## config.mk

```make
export PLATFORM = sky130hd
export DESIGN_NAME = text_char_renderer_16x16
export DESIGN_NICKNAME = d
export VERILOG_FILES = /design/src/rtl/text_char_renderer_16x16.sv
export SDC_FILE = /design/constraint.sdc
export NUM_CORES = 1
export LEC_CHECK = 0
export ABC_AREA = 0
export BUFFER_PORTS_ARGS = -buffer_cell sky130_fd_sc_hd__buf_2
export CELL_PAD_IN_SITES_DETAIL_PLACEMENT = 1
export CELL_PAD_IN_SITES_GLOBAL_PLACEMENT = 2
export CORE_MARGIN = 3
export CORE_UTILIZATION = 41
export DETAILED_ROUTE_END_ITERATION = 12
export PLACE_DENSITY = 0.83
export SYNTH_ARGS = -nofsm -noshare
export SYNTH_HDL_FRONTEND = slang
export SYNTH_SLANG_ARGS = --single-unit
```

## constraint.sdc

```tcl
create_clock -name clk -period 2.88 [get_ports clk]
set_input_delay 0.576 -clock clk [delete_from_list [all_inputs] [get_ports clk]]
set_output_delay 0.576 -clock clk [all_outputs]
set_load 0.005 [all_outputs]
```

## src/rtl/text_char_renderer_16x16.sv

```systemverilog
`default_nettype none
// ============================================================================
//  Module   : text_char_renderer_16x16
//  Function : Overlays a 16x16-cell text box (8x16 px glyphs) on a VGA pixel
//             stream. Drives the text-ROM index and font-ROM line address,
//             picks the glyph bit from the returned font row and replaces the
//             pixel colour where the bit is set. All stream signals leave
//             exactly 4 clocks after they enter.
//  Options  : define TEXT_BG_EN for an opaque box (in-box background pixels
//             become BG_COLOR); undefined gives transparent text.
//  Revision : 1.0 - initial release
// ============================================================================
module text_char_renderer_16x16 #(
  parameter logic [10:0] XPOS     = 11'd0,
  parameter logic [10:0] YPOS     = 11'd0,
  parameter logic [11:0] FG_COLOR = 12'hFFF,
  parameter logic [11:0] BG_COLOR = 12'h000
) (
  input  logic        clk,
  input  logic        rst,
  input  logic [10:0] hcount_in,
  input  logic [10:0] vcount_in,
  input  logic        hsync_in,
  input  logic        vsync_in,
  input  logic        hblnk_in,
  input  logic        vblnk_in,
  input  logic [11:0] rgb_in,
  output logic [7:0]  char_xy,
  input  logic [6:0]  char_code,
  output logic [10:0] char_line_addr,
  input  logic [7:0]  char_pixels,
  output logic [10:0] hcount_out,
  output logic [10:0] vcount_out,
  output logic        hsync_out,
  output logic        vsync_out,
  output logic        hblnk_out,
  output logic        vblnk_out,
  output logic [11:0] rgb_out
);

  // Box geometry: 16 columns of 8 px, 16 rows of 16 px.
  localparam logic [11:0] BOX_W  = 12'd128;
  localparam logic [11:0] BOX_H  = 12'd256;
  localparam int          SIDE_W = 38;

  // Box limits are formed at 12 bits so a box touching the top of the
  // 11-bit coordinate range does not wrap around to zero.
  localparam logic [11:0] X_LO = {1'b0, XPOS};
  localparam logic [11:0] X_HI = {1'b0, XPOS} + BOX_W;
  localparam logic [11:0] Y_LO = {1'b0, YPOS};
  localparam logic [11:0] Y_HI = {1'b0, YPOS} + BOX_H;

  // --------------------------------------------------------------------------
  // Stage-0 combinational decode
  // --------------------------------------------------------------------------
  logic              in_box_c;
  logic [6:0]        rel_x_c;
  logic [7:0]        rel_y_c;
  logic [SIDE_W-1:0] side_in;

  // Only the low offset bits are ever needed, so the subtraction is done at
  // that width; modulo arithmetic gives the same low bits as the full one.
  assign rel_x_c = hcount_in[6:0] - XPOS[6:0];
  assign rel_y_c = vcount_in[7:0] - YPOS[7:0];

  // Unsigned range compares; the sign of the offset is never consulted.
  assign in_box_c = ({1'b0, hcount_in} >= X_LO) && ({1'b0, hcount_in} < X_HI) &&
                    ({1'b0, vcount_in} >= Y_LO) && ({1'b0, vcount_in} < Y_HI);

  // Side-band stream bundle carried through the pipeline untouched.
  assign side_in = {hcount_in, vcount_in, hsync_in, vsync_in,
                    hblnk_in, vblnk_in, rgb_in};

  // --------------------------------------------------------------------------
  // Pipeline registers
  // --------------------------------------------------------------------------
  logic [3:0]        rel_y_s1;
  logic [2:0]        rel_x_s1;
  logic              in_box_s1;
  logic [SIDE_W-1:0] side_s1;

  logic [2:0]        rel_x_s2;
  logic              in_box_s2;
  logic [SIDE_W-1:0] side_s2;

  logic [2:0]        rel_x_s3;
  logic              in_box_s3;
  logic [SIDE_W-1:0] side_s3;

  // S1: cell index for the text ROM plus the glyph coordinates inside the cell.
  always_ff @(posedge clk or negedge rst) begin
    if (!rst) begin
      char_xy   <= 8'h00;
      rel_y_s1  <= 4'd0;
      rel_x_s1  <= 3'd0;
      in_box_s1 <= 1'b0;
      side_s1   <= '0;
    end else begin
      char_xy   <= in_box_c ? {rel_y_c[7:4], rel_x_c[6:3]} : 8'h00;
      rel_y_s1  <= rel_y_c[3:0];
      rel_x_s1  <= rel_x_c[2:0];
      in_box_s1 <= in_box_c;
      side_s1   <= side_in;
    end
  end

  // S2: text ROM answers combinationally; form the font-ROM line address.
  always_ff @(posedge clk or negedge rst) begin
    if (!rst) begin
      char_line_addr <= 11'h000;
      rel_x_s2       <= 3'd0;
      in_box_s2      <= 1'b0;
      side_s2        <= '0;
    end else begin
      char_line_addr <= {char_code, rel_y_s1};
      rel_x_s2       <= rel_x_s1;
      in_box_s2      <= in_box_s1;
      side_s2        <= side_s1;
    end
  end

  // S3: the font ROM registers its row on this edge; keep the rest aligned.
  always_ff @(posedge clk or negedge rst) begin
    if (!rst) begin
      rel_x_s3  <= 3'd0;
      in_box_s3 <= 1'b0;
      side_s3   <= '0;
    end else begin
      rel_x_s3  <= rel_x_s2;
      in_box_s3 <= in_box_s2;
      side_s3   <= side_s2;
    end
  end

  // --------------------------------------------------------------------------
  // Pixel colour selection (feeds the output registers)
  // --------------------------------------------------------------------------
  logic [10:0] hcount_s3;
  logic [10:0] vcount_s3;
  logic        hsync_s3;
  logic        vsync_s3;
  logic        hblnk_s3;
  logic        vblnk_s3;
  logic [11:0] rgb_s3;
  logic        glyph_bit;
  logic [11:0] fill_rgb;
  logic [11:0] pix_rgb;

  assign {hcount_s3, vcount_s3, hsync_s3, vsync_s3,
          hblnk_s3, vblnk_s3, rgb_s3} = side_s3;

  // Font rows are stored MSB-first, so column 0 of the cell is bit 7.
  assign glyph_bit = char_pixels[3'd7 - rel_x_s3];

`ifdef TEXT_BG_EN
  // Opaque box: unlit glyph pixels take the box background colour.
  assign fill_rgb = BG_COLOR;
`else
  // Transparent text: unlit glyph pixels show the incoming background.
  logic [11:0] unused_bg_color;
  assign unused_bg_color = BG_COLOR;
  assign fill_rgb        = rgb_s3;
`endif

  // Blanking has priority, then lit glyph pixels, then the in-box fill.
  always_comb begin
    pix_rgb = rgb_s3;
    if (hblnk_s3 || vblnk_s3) begin
      pix_rgb = 12'h000;
    end else if (in_box_s3) begin
      pix_rgb = glyph_bit ? FG_COLOR : fill_rgb;
    end
  end

  // S4: register the complete output stream.
  always_ff @(posedge clk or negedge rst) begin
    if (!rst) begin
      hcount_out <= 11'd0;
      vcount_out <= 11'd0;
      hsync_out  <= 1'b0;
      vsync_out  <= 1'b0;
      hblnk_out  <= 1'b0;
      vblnk_out  <= 1'b0;
      rgb_out    <= 12'h000;
    end else begin
      hcount_out <= hcount_s3;
      vcount_out <= vcount_s3;
      hsync_out  <= hsync_s3;
      vsync_out  <= vsync_s3;
      hblnk_out  <= hblnk_s3;
      vblnk_out  <= vblnk_s3;
      rgb_out    <= pix_rgb;
    end
  end

endmodule
`default_nettype wire

```

==> results of run 1 <==
-- final cells by class --
type | instances | area (um^2) | area share
timing repair buffer | 113 | 602 | 0.0992
sequential | 170 | 4250 | 0.701
tap | 140 | 175 | 0.0289
antenna | 1 | 2.50 | 0.000413
inverter | 13 | 48.8 | 0.00804
clock buffer | 19 | 443 | 0.0730
clock inverter | 13 | 139 | 0.0229
multi-input combinational | 40 | 402 | 0.0662
-- sequential cells by signal, indices dropped and copies added (netlist names), 7 cells and up --
signal and flops:
char_line_addr 7, rgb_out 12, char_xy 8, side_s2 38, side_s1 38, vcount_out 11
hcount_out 11, side_s3 38
-- per-stage QoR --
stage / instance area [um^2] / total power [W]
2_1_floorplan: 4760 / 0.00262
3_3_place_gp: 5480 / 0.00275
3_5_place_dp: 5480 / 0.00276
4_1_cts: 6060 / 0.00499
5_1_grt: 6070 / 0.00514
6_report: 6070 / 0.00491
-- how the worst max path moves through the flow --
stage                   start     endpoint  slack (ns)  cells past startpoint
2_1_floorplan  char_pixels[0]   rgb_out[1]        1.21                      4
4_1_cts           side_s3[29]  rgb_out[11]        0.95                      3
3_3_place_gp   char_pixels[4]   rgb_out[0]        0.98                      4
3_5_place_dp   char_pixels[4]   rgb_out[0]        0.93                      4
6_report          side_s3[29]  rgb_out[11]        0.98                      3
5_1_grt           side_s3[29]  rgb_out[11]        0.76                      3
-- power by group --
group | leakage (nW) | switching [W] | internal [W]
clock | 0.284 | 0.000897 | 0.00131
sequential | 2.03 | 0.0000475 | 0.00250
combinational | 0.634 | 0.0000923 | 0.0000712
-- logic make-up (layout without fill, tap and decap cells) --
| kind of cell | count (synthesis) | count (layout) | share of synthesized area |
|---|---|---|---|
| mux | 3 | 3 | 0.00893 |
| buf+inv | 22 | 158 | 0.0223 |
| compound gates | 13 | 13 | 0.0378 |
| simple gates | 24 | 24 | 0.0376 |
| flops | 170 | 170 | 0.893 |
| other cells | 0 | 1 | 0 |
-- layer usage --
| layer | up-vias | global-route usage | wire length (um) |
|---|---|---|---|
| li1 | 999 | - | - |
| met1 | 1170 | 0.160 | 2870 |
| met2 | 75 | 0.252 | 4760 |
| met3 | 11 | 0.0562 | 507 |
| met4 | 0 | 0.0776 | 187 |
| met5 | - | 0 | 0 |
-- synthesized netlist by cell type --
cell type / instances
dfrtp_1: 170
inv_1: 13
nor3b_1: 12
a2111oi_2: 10
and2_1: 8
buf_4: 4
clkbuf_1: 3
a2111oi_1: 2
mux2i_1: 2
a221o_1: 1
buf_2: 1
buf_6: 1
mux4_2: 1
nor2_1: 1
nor2b_1: 1
nor4_4: 1
or4_1: 1
==> out/metrics.cfg, run 1 <==
[final_layout]
final_common_cell=dfrtp_1
fillers=1065
post-route-util=0.548
area_growth_pct=27.4
finalNonFillerCells=509
final_nets=410
drive_gt1_frac=0.424
layout_common_cells=dfrtp_1 (170), buf_2 (110), clkbuf_16 (17)

[sta]
finalWorstSetupSlack_ns=0.981
finalCritPeriodShare=0.659
slew_headroom=0.547
max_freq_ghz=0.527
rsz0062_at_grt=no
worst_slew_pin_slew_ns=0.679
slew_viol_final=0
hold_slack_ns=0.147
setup_viol=0
finalHoldViolations=0
tns_ns=0
period_needed_ns=1.90
fin_skew_ns=0.00541

[pwr]
vdd_ir_drop_max_uv=531
p_leak_nw=2.95
powerDensity_nw_per_um2=810

[setup_path]
cp_top_family=compound AO/OA/AOI/OAI gates
path_cells=nor2b_1 > a221o_1 > a2111oi_1
startpoint_type=register
worstPathRequired_ns=3.15
end_kind=register
slowest_stage=a221o_1
r2r_end=rgb_out[11]
crit_type=reg -> reg
critPathMaxFanout=15
r2r_cells=3
slowest_delay_ns=0.58
reg2reg_from=side_s3[29]
r2r_setup_slack_ns=0.98
crit_arrival_ns=2.17
crit_buf_inv=0

[die]
rows=38
core_area_um2=11100
dieWidth_um=114
ios=112
die_h_um=114
die_area_um2=12900
start_util=0.430

[cts]
cts-htree-levels=4
root_buffer=clkbuf_16
insertion_delay_ns=0.41
cts_resized=0
clockBufferDepth=2
cts_tree=built
numCtsBuffers=17
cts.sinks=170
clk_pin_slew_ns=0.06
cts_hold_buf=0
cts_setup_buffers=0

[drt]
detail_route.vias_per_cell=4.43
vias=2255
route.antenna.remaining_nets=0
drtPass1Iterations=4
initialDrtViolationCount=93
routed_wl_um=8320
drcViolationCount=0
wl_per_cell_um=16.3

[global_route]
grt_pass1_wl_um=14100
grt_use_total=0.148
grt_max_degree=68
antenna_found_initial=1
grt_pass1_vias=2636
grt_overflow=0

[synthesis]
yosysSeqAreaShare=0.893
synth_top_cell_by_area=dfrtp_1
ys_types=17
yosys_warnings=0
ys_ff_latch=170
synth_area_um2=4760
avgSynthCellArea_um2=20.5
syn-num-nets=287
netlist_instances=232
synth_area_leaders=dfrtp_1 (89%), a2111oi_2 (3.2%), nor3b_1 (1.9%)
netlist.area_leader.share=0.893

[placed_design]
place_congestion=0.707
dp_slack_ns=0.933
port_buffers=111
placedCellCount=476
dpl.hpwl_um=5680

[job]
max_cap_viol_count=0

[status]
outcome=finished, final reports clean

[worst_hold_path]
hold_class=in -> async

Note: power is estimated with default switching activity, not from simulation.
==> inputs of run 2 (changes only) <==
--- a/config.mk
+++ b/config.mk
@@ -10,9 +10,9 @@
 export CELL_PAD_IN_SITES_DETAIL_PLACEMENT = 1
 export CELL_PAD_IN_SITES_GLOBAL_PLACEMENT = 2
 export CORE_MARGIN = 3
-export CORE_UTILIZATION = 41
+export CORE_UTILIZATION = 38
 export DETAILED_ROUTE_END_ITERATION = 12
-export PLACE_DENSITY = 0.83
+export PLACE_DENSITY = 0.78
 export SYNTH_ARGS = -nofsm -noshare
 export SYNTH_HDL_FRONTEND = slang
 export SYNTH_SLANG_ARGS = --single-unit
==> constraint.sdc (replaced) <==
create_clock -name clk -period 1.8 [get_ports clk]
set_input_delay 0.36 -clock clk [delete_from_list [all_inputs] [get_ports clk]]
set_output_delay 0.36 -clock clk [all_outputs]
set_load 0.005 [all_outputs]
==> out/metrics.cfg, run 2 (synthesized netlist as in run 1, its figures left out) <==
[cts]
numCtsBuffers=17  ; unchanged
cts_setup_buffers=0  ; unchanged
insertion_delay_ns=0.41  ; about the same
cts.sinks=170  ; unchanged
cts_tree=built  ; unchanged
clk_pin_slew_ns=0.06  ; about the same
cts-htree-levels=4  ; unchanged
root_buffer=clkbuf_16  ; unchanged
clockBufferDepth=2  ; unchanged

[sta]
finalCritPeriodShare=0.942  ; was 0.659
rsz0062_at_grt=no  ; unchanged
hold_slack_ns=0.0479  ; was 0.147 ns
slew_viol_final=0  ; unchanged
max_freq_ghz=0.590  ; was 0.527 GHz
slew_headroom=0.516  ; was 0.547
fin_skew_ns=0.00693  ; was 0.00541 ns
worst_slew_pin_slew_ns=0.725  ; was 0.679 ns
finalHoldViolations=0  ; unchanged
period_needed_ns=1.70  ; was 1.90 ns
tns_ns=0  ; unchanged
setup_viol=0  ; unchanged

[setup_path]
crit_type=reg -> reg  ; unchanged
startpoint_type=register  ; unchanged
worstPathRequired_ns=2.06  ; was 3.15 ns
critPathMaxFanout=12  ; was 15
cp_top_family=multiplexers  ; was compound AO/OA/AOI/OAI gates
end_kind=register  ; unchanged
slowest_delay_ns=0.68  ; was 0.58 ns
crit_buf_inv=0  ; unchanged
r2r_setup_slack_ns=0.10  ; was 0.98 ns
slowest_stage=mux4_2  ; was a221o_1
path_cells=mux4_2 > nor3b_1 > a2111oi_2  ; was nor2b_1 > a221o_1 > a2111oi_1
crit_arrival_ns=1.95  ; was 2.17 ns

[drt]
routed_wl_um=8220  ; was 8320 um
route.antenna.remaining_nets=0  ; unchanged
drcViolationCount=0  ; unchanged
initialDrtViolationCount=143  ; was 93
drtPass1Iterations=4  ; unchanged
vias=2294  ; was 2255
wl_per_cell_um=15.2  ; was 16.3 um
detail_route.vias_per_cell=4.23  ; was 4.43

[job]
max_cap_viol_count=0  ; unchanged

[global_route]
grt_max_degree=54  ; was 68
grt_use_total=0.132  ; was 0.148
grt_pass1_wl_um=13800  ; was 14100 um
grt_overflow=0  ; unchanged
grt_pass1_vias=2611  ; was 2636
antenna_found_initial=0  ; was 1

[die]
core_area_um2=12100  ; was 11100 um^2
rows=40  ; was 38
start_util=0.393  ; was 0.430
die_area_um2=13900  ; was 12900 um^2
ios=112  ; unchanged
die_h_um=118  ; was 114 um
dieWidth_um=118  ; was 114 um

[worst_hold_path]
hold_class=in -> reg  ; was in -> async

[status]
outcome=finished, final reports clean  ; unchanged

[final_layout]
layout_common_cells=dfrtp_1 (170), buf_2 (110), clkbuf_16 (17)  ; unchanged
finalInstanceArea_um2=6210  ; was 6070 um^2
final_common_cell=dfrtp_1  ; unchanged
largestRegisters=side_s1 (38), side_s2 (38), side_s3 (38)  ; unchanged
drive_gt1_frac=0.441  ; was 0.424
final_nets=416  ; was 410
area_growth_pct=30.4  ; was 27.4%
diodes=0  ; was 1
fillers=1181  ; was 1065

[placed_design]
port_buffers=111  ; unchanged
place_congestion=0.727  ; was 0.707
dpl.hpwl_um=5320  ; was 5680 um
placed_area_um2=5550  ; was 5480 um^2

[pwr]
vdd_ir_drop_max_uv=628  ; was 531 uV
powerDensity_nw_per_um2=1310  ; was 810 nW/um^2
p_leak_nw=2.99  ; was 2.95 nW

## run 2: cell count changes in the layout (fill, tap and decap cells not counted), moves of 2 or more
cell / change
clkinvlp_4: +2
a2111oi_1: -2
buf_4: +5
clkinv_2: -2
inv_6: -4
a2111oi_2: +2
clkbuf_8: +4
## run 2: cell type report
| type | instances | area, um^2 | share of cell area |
|---|---|---|---|
| clock buffers | 22 | 494 | 0.0796 |
| clock inverters | 10 | 139 | 0.0224 |
| repair buffers | 119 | 649 | 0.105 |
| multi-input cells | 40 | 413 | 0.0665 |
| flip-flops and latches | 170 | 4250 | 0.685 |
| well taps | 168 | 210 | 0.0339 |
| inverters | 13 | 48.8 | 0.00786 |
## run 2: worst reg2reg max path: stages, from the launching register on
cell,delay (ns)
dfrtp_1,0.43
mux4_2,0.68
nor3b_1,0.33
a2111oi_2,0.10
## run 2: path summary, 6_finish.rpt
check                             start            end  depth (start not counted)
min reg2reg                  side_s2[3]     side_s3[3]                          0
min in group asynchronous           rst  vcount_out[0]                          2
max reg2reg                 side_s3[27]    rgb_out[11]                          3
max                         side_s3[27]    rgb_out[11]                          3
max in group asynchronous           rst  vcount_out[1]                          3
min                        vcount_in[1]    side_s1[17]                          1
## run 2: what timing repair did
action                     in CTS  in global routing
hold buffers                    1                  0
hold endpoints to repair       47                  0
resized for setup               1                  2
pin swaps                       0                  1
setup endpoints to repair       3                  2
## run 2: per-stage QoR
step                       util  instances  total power (W)  setup WS [ns]
after floorplan               -        232          0.00419          0.246
after global placement    0.459        509          0.00440         0.0576
after detailed placement  0.459        509          0.00442        0.00332
after CTS                 0.512        542          0.00822         0.0278
after global routing      0.513        542          0.00846         0.0126
final                     0.513        542          0.00812          0.105
## run 2: power breakdown
part,internal [W],leakage (nW),switching [W]
logic,0.000123,0.664,0.000156
clock network,0.00236,0.300,0.00140
registers,0.00400,2.03,0.0000708
total,0.00649,2.99,0.00163
## run 2: metal layers
layer  vias to the layer above  GRT usage  routed length, um
met5                         -          0                  0
met4                         0     0.0681                158
met3                        15     0.0514                485
met2                        67      0.222               4480
met1                      1204      0.144               3090
li1                       1008          -                  -
==> inputs of run 3 (changes only) <==
--- a/config.mk
+++ b/config.mk
@@ -12,6 +12,7 @@
 export CORE_MARGIN = 3
 export CORE_UTILIZATION = 38
 export DETAILED_ROUTE_END_ITERATION = 12
+export GPL_TIMING_DRIVEN = 1
 export PLACE_DENSITY = 0.78
 export SYNTH_ARGS = -nofsm -noshare
 export SYNTH_HDL_FRONTEND = slang
==> constraint.sdc (replaced) <==
create_clock -name clk -period 1.8 [get_ports clk]
set_input_delay 0.09 -clock clk [delete_from_list [all_inputs] [get_ports clk]]
set_output_delay 0.09 -clock clk [all_outputs]
set_load 0.005 [all_outputs]
==> out/metrics.cfg, run 3 (synthesized netlist as in run 1, its figures left out) <==
[drt]
route.antenna.remaining_nets=0  ; unchanged
vias=2447  ; was 2294
detail_route.vias_per_cell=4.18  ; was 4.23
drcViolationCount=0  ; unchanged
routed_wl_um=8950  ; was 8220 um
drtPass1Iterations=3  ; was 4
initialDrtViolationCount=114  ; was 143
wl_per_cell_um=15.3  ; was 15.2 um

[cts]
insertion_delay_ns=0.41  ; about the same
numCtsBuffers=17  ; unchanged
cts_tree=built  ; unchanged
cts.sinks=170  ; unchanged
clk_pin_slew_ns=0.06  ; about the same
root_buffer=clkbuf_16  ; unchanged
cts-htree-levels=4  ; unchanged
clockBufferDepth=2  ; unchanged

[final_layout]
largestRegisters=side_s1 (38), side_s2 (38), side_s3 (38)  ; unchanged
layout_common_cells=dfrtp_1 (170), buf_2 (110), dlygate4sd3_1 (46)  ; was dfrtp_1 (170), buf_2 (110), clkbuf_16 (17)
fillers=1151  ; was 1181
drive_gt1_frac=0.377  ; was 0.441
final_common_cell=dfrtp_1  ; unchanged
final_nets=458  ; was 416
finalNonFillerCells=585  ; was 542
area_growth_pct=39.1  ; was 30.4%

[setup_path]
slowest_delay_ns=0.55  ; was 0.68 ns
end_kind=register  ; unchanged
cp_top_family=compound AO/OA/AOI/OAI gates  ; was multiplexers
slowest_stage=a221o_2  ; was mux4_2
startpoint_type=register  ; unchanged
crit_buf_inv=0  ; unchanged
path_cells=nor2b_1 > a221o_2 > a2111oi_1  ; was mux4_2 > nor3b_1 > a2111oi_2
worstPathRequired_ns=2.09  ; was 2.06 ns
crit_type=reg -> reg  ; unchanged
critPathMaxFanout=12  ; unchanged
crit_arrival_ns=1.96  ; was 1.95 ns

[global_route]
antenna_found_initial=1  ; was 0
grt_max_degree=56  ; was 54
grt_pass1_wl_um=15200  ; was 13800 um
use_met2=0.251  ; was 0.222
grt_pass1_vias=2924  ; was 2611
grt_overflow=0  ; unchanged
grt_use_total=0.143  ; was 0.132
grtUsageMet3=0.0567  ; was 0.0514
use_met1=0.152  ; was 0.144
grt-busiest-layer=met2  ; unchanged

[sta]
max_freq_ghz=0.597  ; was 0.590 GHz
worst_slew_pin_slew_ns=0.721  ; was 0.725 ns
setup_viol=0  ; unchanged
rsz0062_at_grt=no  ; unchanged
fin_skew_ns=0.00495  ; was 0.00693 ns
slew_headroom=0.519  ; was 0.516
finalHoldViolations=0  ; unchanged
slew_viol_final=0  ; unchanged
period_needed_ns=1.67  ; was 1.70 ns
finalCritPeriodShare=0.930  ; was 0.942

[placed_design]
dpl.hpwl_um=5380  ; was 5320 um
placedCellCount=506  ; was 509
port_buffers=111  ; unchanged
place_congestion=0.723  ; was 0.727

[pwr]
powerDensity_nw_per_um2=1240  ; was 1310 nW/um^2
p_leak_nw=3.17  ; was 2.99 nW
vdd_ir_drop_max_uv=607  ; was 628 uV
power.total_w=0.00819  ; was 0.00812 W

[job]
max_cap_viol_count=0  ; unchanged

[die]
core_area_um2=12100  ; unchanged
die_h_um=118  ; unchanged
dieWidth_um=118  ; unchanged
start_util=0.393  ; unchanged
ios=112  ; unchanged
rows=40  ; unchanged
die_area_um2=13900  ; unchanged

[status]
outcome=finished, final reports clean  ; unchanged

[worst_hold_path]
hold_class=in -> async  ; was in -> reg

==> run 3: cell types whose count changed in the layout (fill, tap and decap cells not counted), moves of 2 or more <==
cell and change:
clkinvlp_4 -4, clkbuf_1 +4, dlygate4sd3_1 +45, clkbuf_8 -2
buf_4 -3, clkinv_2 +2
==> run 3: final cells by class <==
type,instances,area (um^2),area share
Tap cell,168,210,0.0317
Clock inverter,8,140,0.0212
Clock buffer,24,482,0.0727
Multi-Input combinational cell,40,408,0.0616
Inverter,13,48.8,0.00737
Antenna cell,1,2.50,0.000378
Timing Repair Buffer,161,1080,0.163
Sequential cell,170,4250,0.642
==> run 3: final timing paths <==
kind	startpoint	endpoint	slack, ns	depth (start not counted)
max	side_s3[28]	rgb_out[0]	0.13	3
min	rst	side_s3[4]	0.14	2
max reg2reg	side_s3[28]	rgb_out[0]	0.13	3
min reg2reg	side_s1[33]	side_s2[33]	0.34	0
max in group asynchronous	rst	hcount_out[4]	0.98	3
min in group clk	rgb_in[11]	side_s1[11]	0.32	2
==> run 3: through the flow <==
step	setup WS, ns	area (um^2)	setup TNS (ns)	util	hold slack, ns
5_1_grt	0.0101	6620	0	0.547	0.145
2_1_floorplan	0.246	4760	0	-	-0.206
3_3_place_gp	0.0599	5530	0	0.457	0.00587
6_report	0.126	6620	0	0.547	0.137
3_5_place_dp	-0.0437	5530	-0.0437	0.457	0.00976
4_1_cts	0.0819	6620	0	0.547	0.139
==> run 3: what timing repair did <==
item | 4_1_cts | 5_1_grt
buffers inserted | 0 | 0
gates resized for setup | 2 | 0
pin swaps | 0 | 1
endpoints found under the hold margin | 194 | 0
setup endpoints to repair | 1 | 1
hold buffers | 46 | 0
==> run 3: report_power, final <==
part           internal [W]  total, W  switching, W
Sequential          0.00400   0.00407     0.0000710
Clock               0.00243   0.00377       0.00135
Combinational      0.000182  0.000352      0.000169
==> run 3: metal layers <==
metal / vias up / part of all wire
met2: 63 / 0.57
met5: - / 0
li1: 1096 / -
met4: 0 / 0.021
met1: 1273 / 0.36
met3: 15 / 0.056
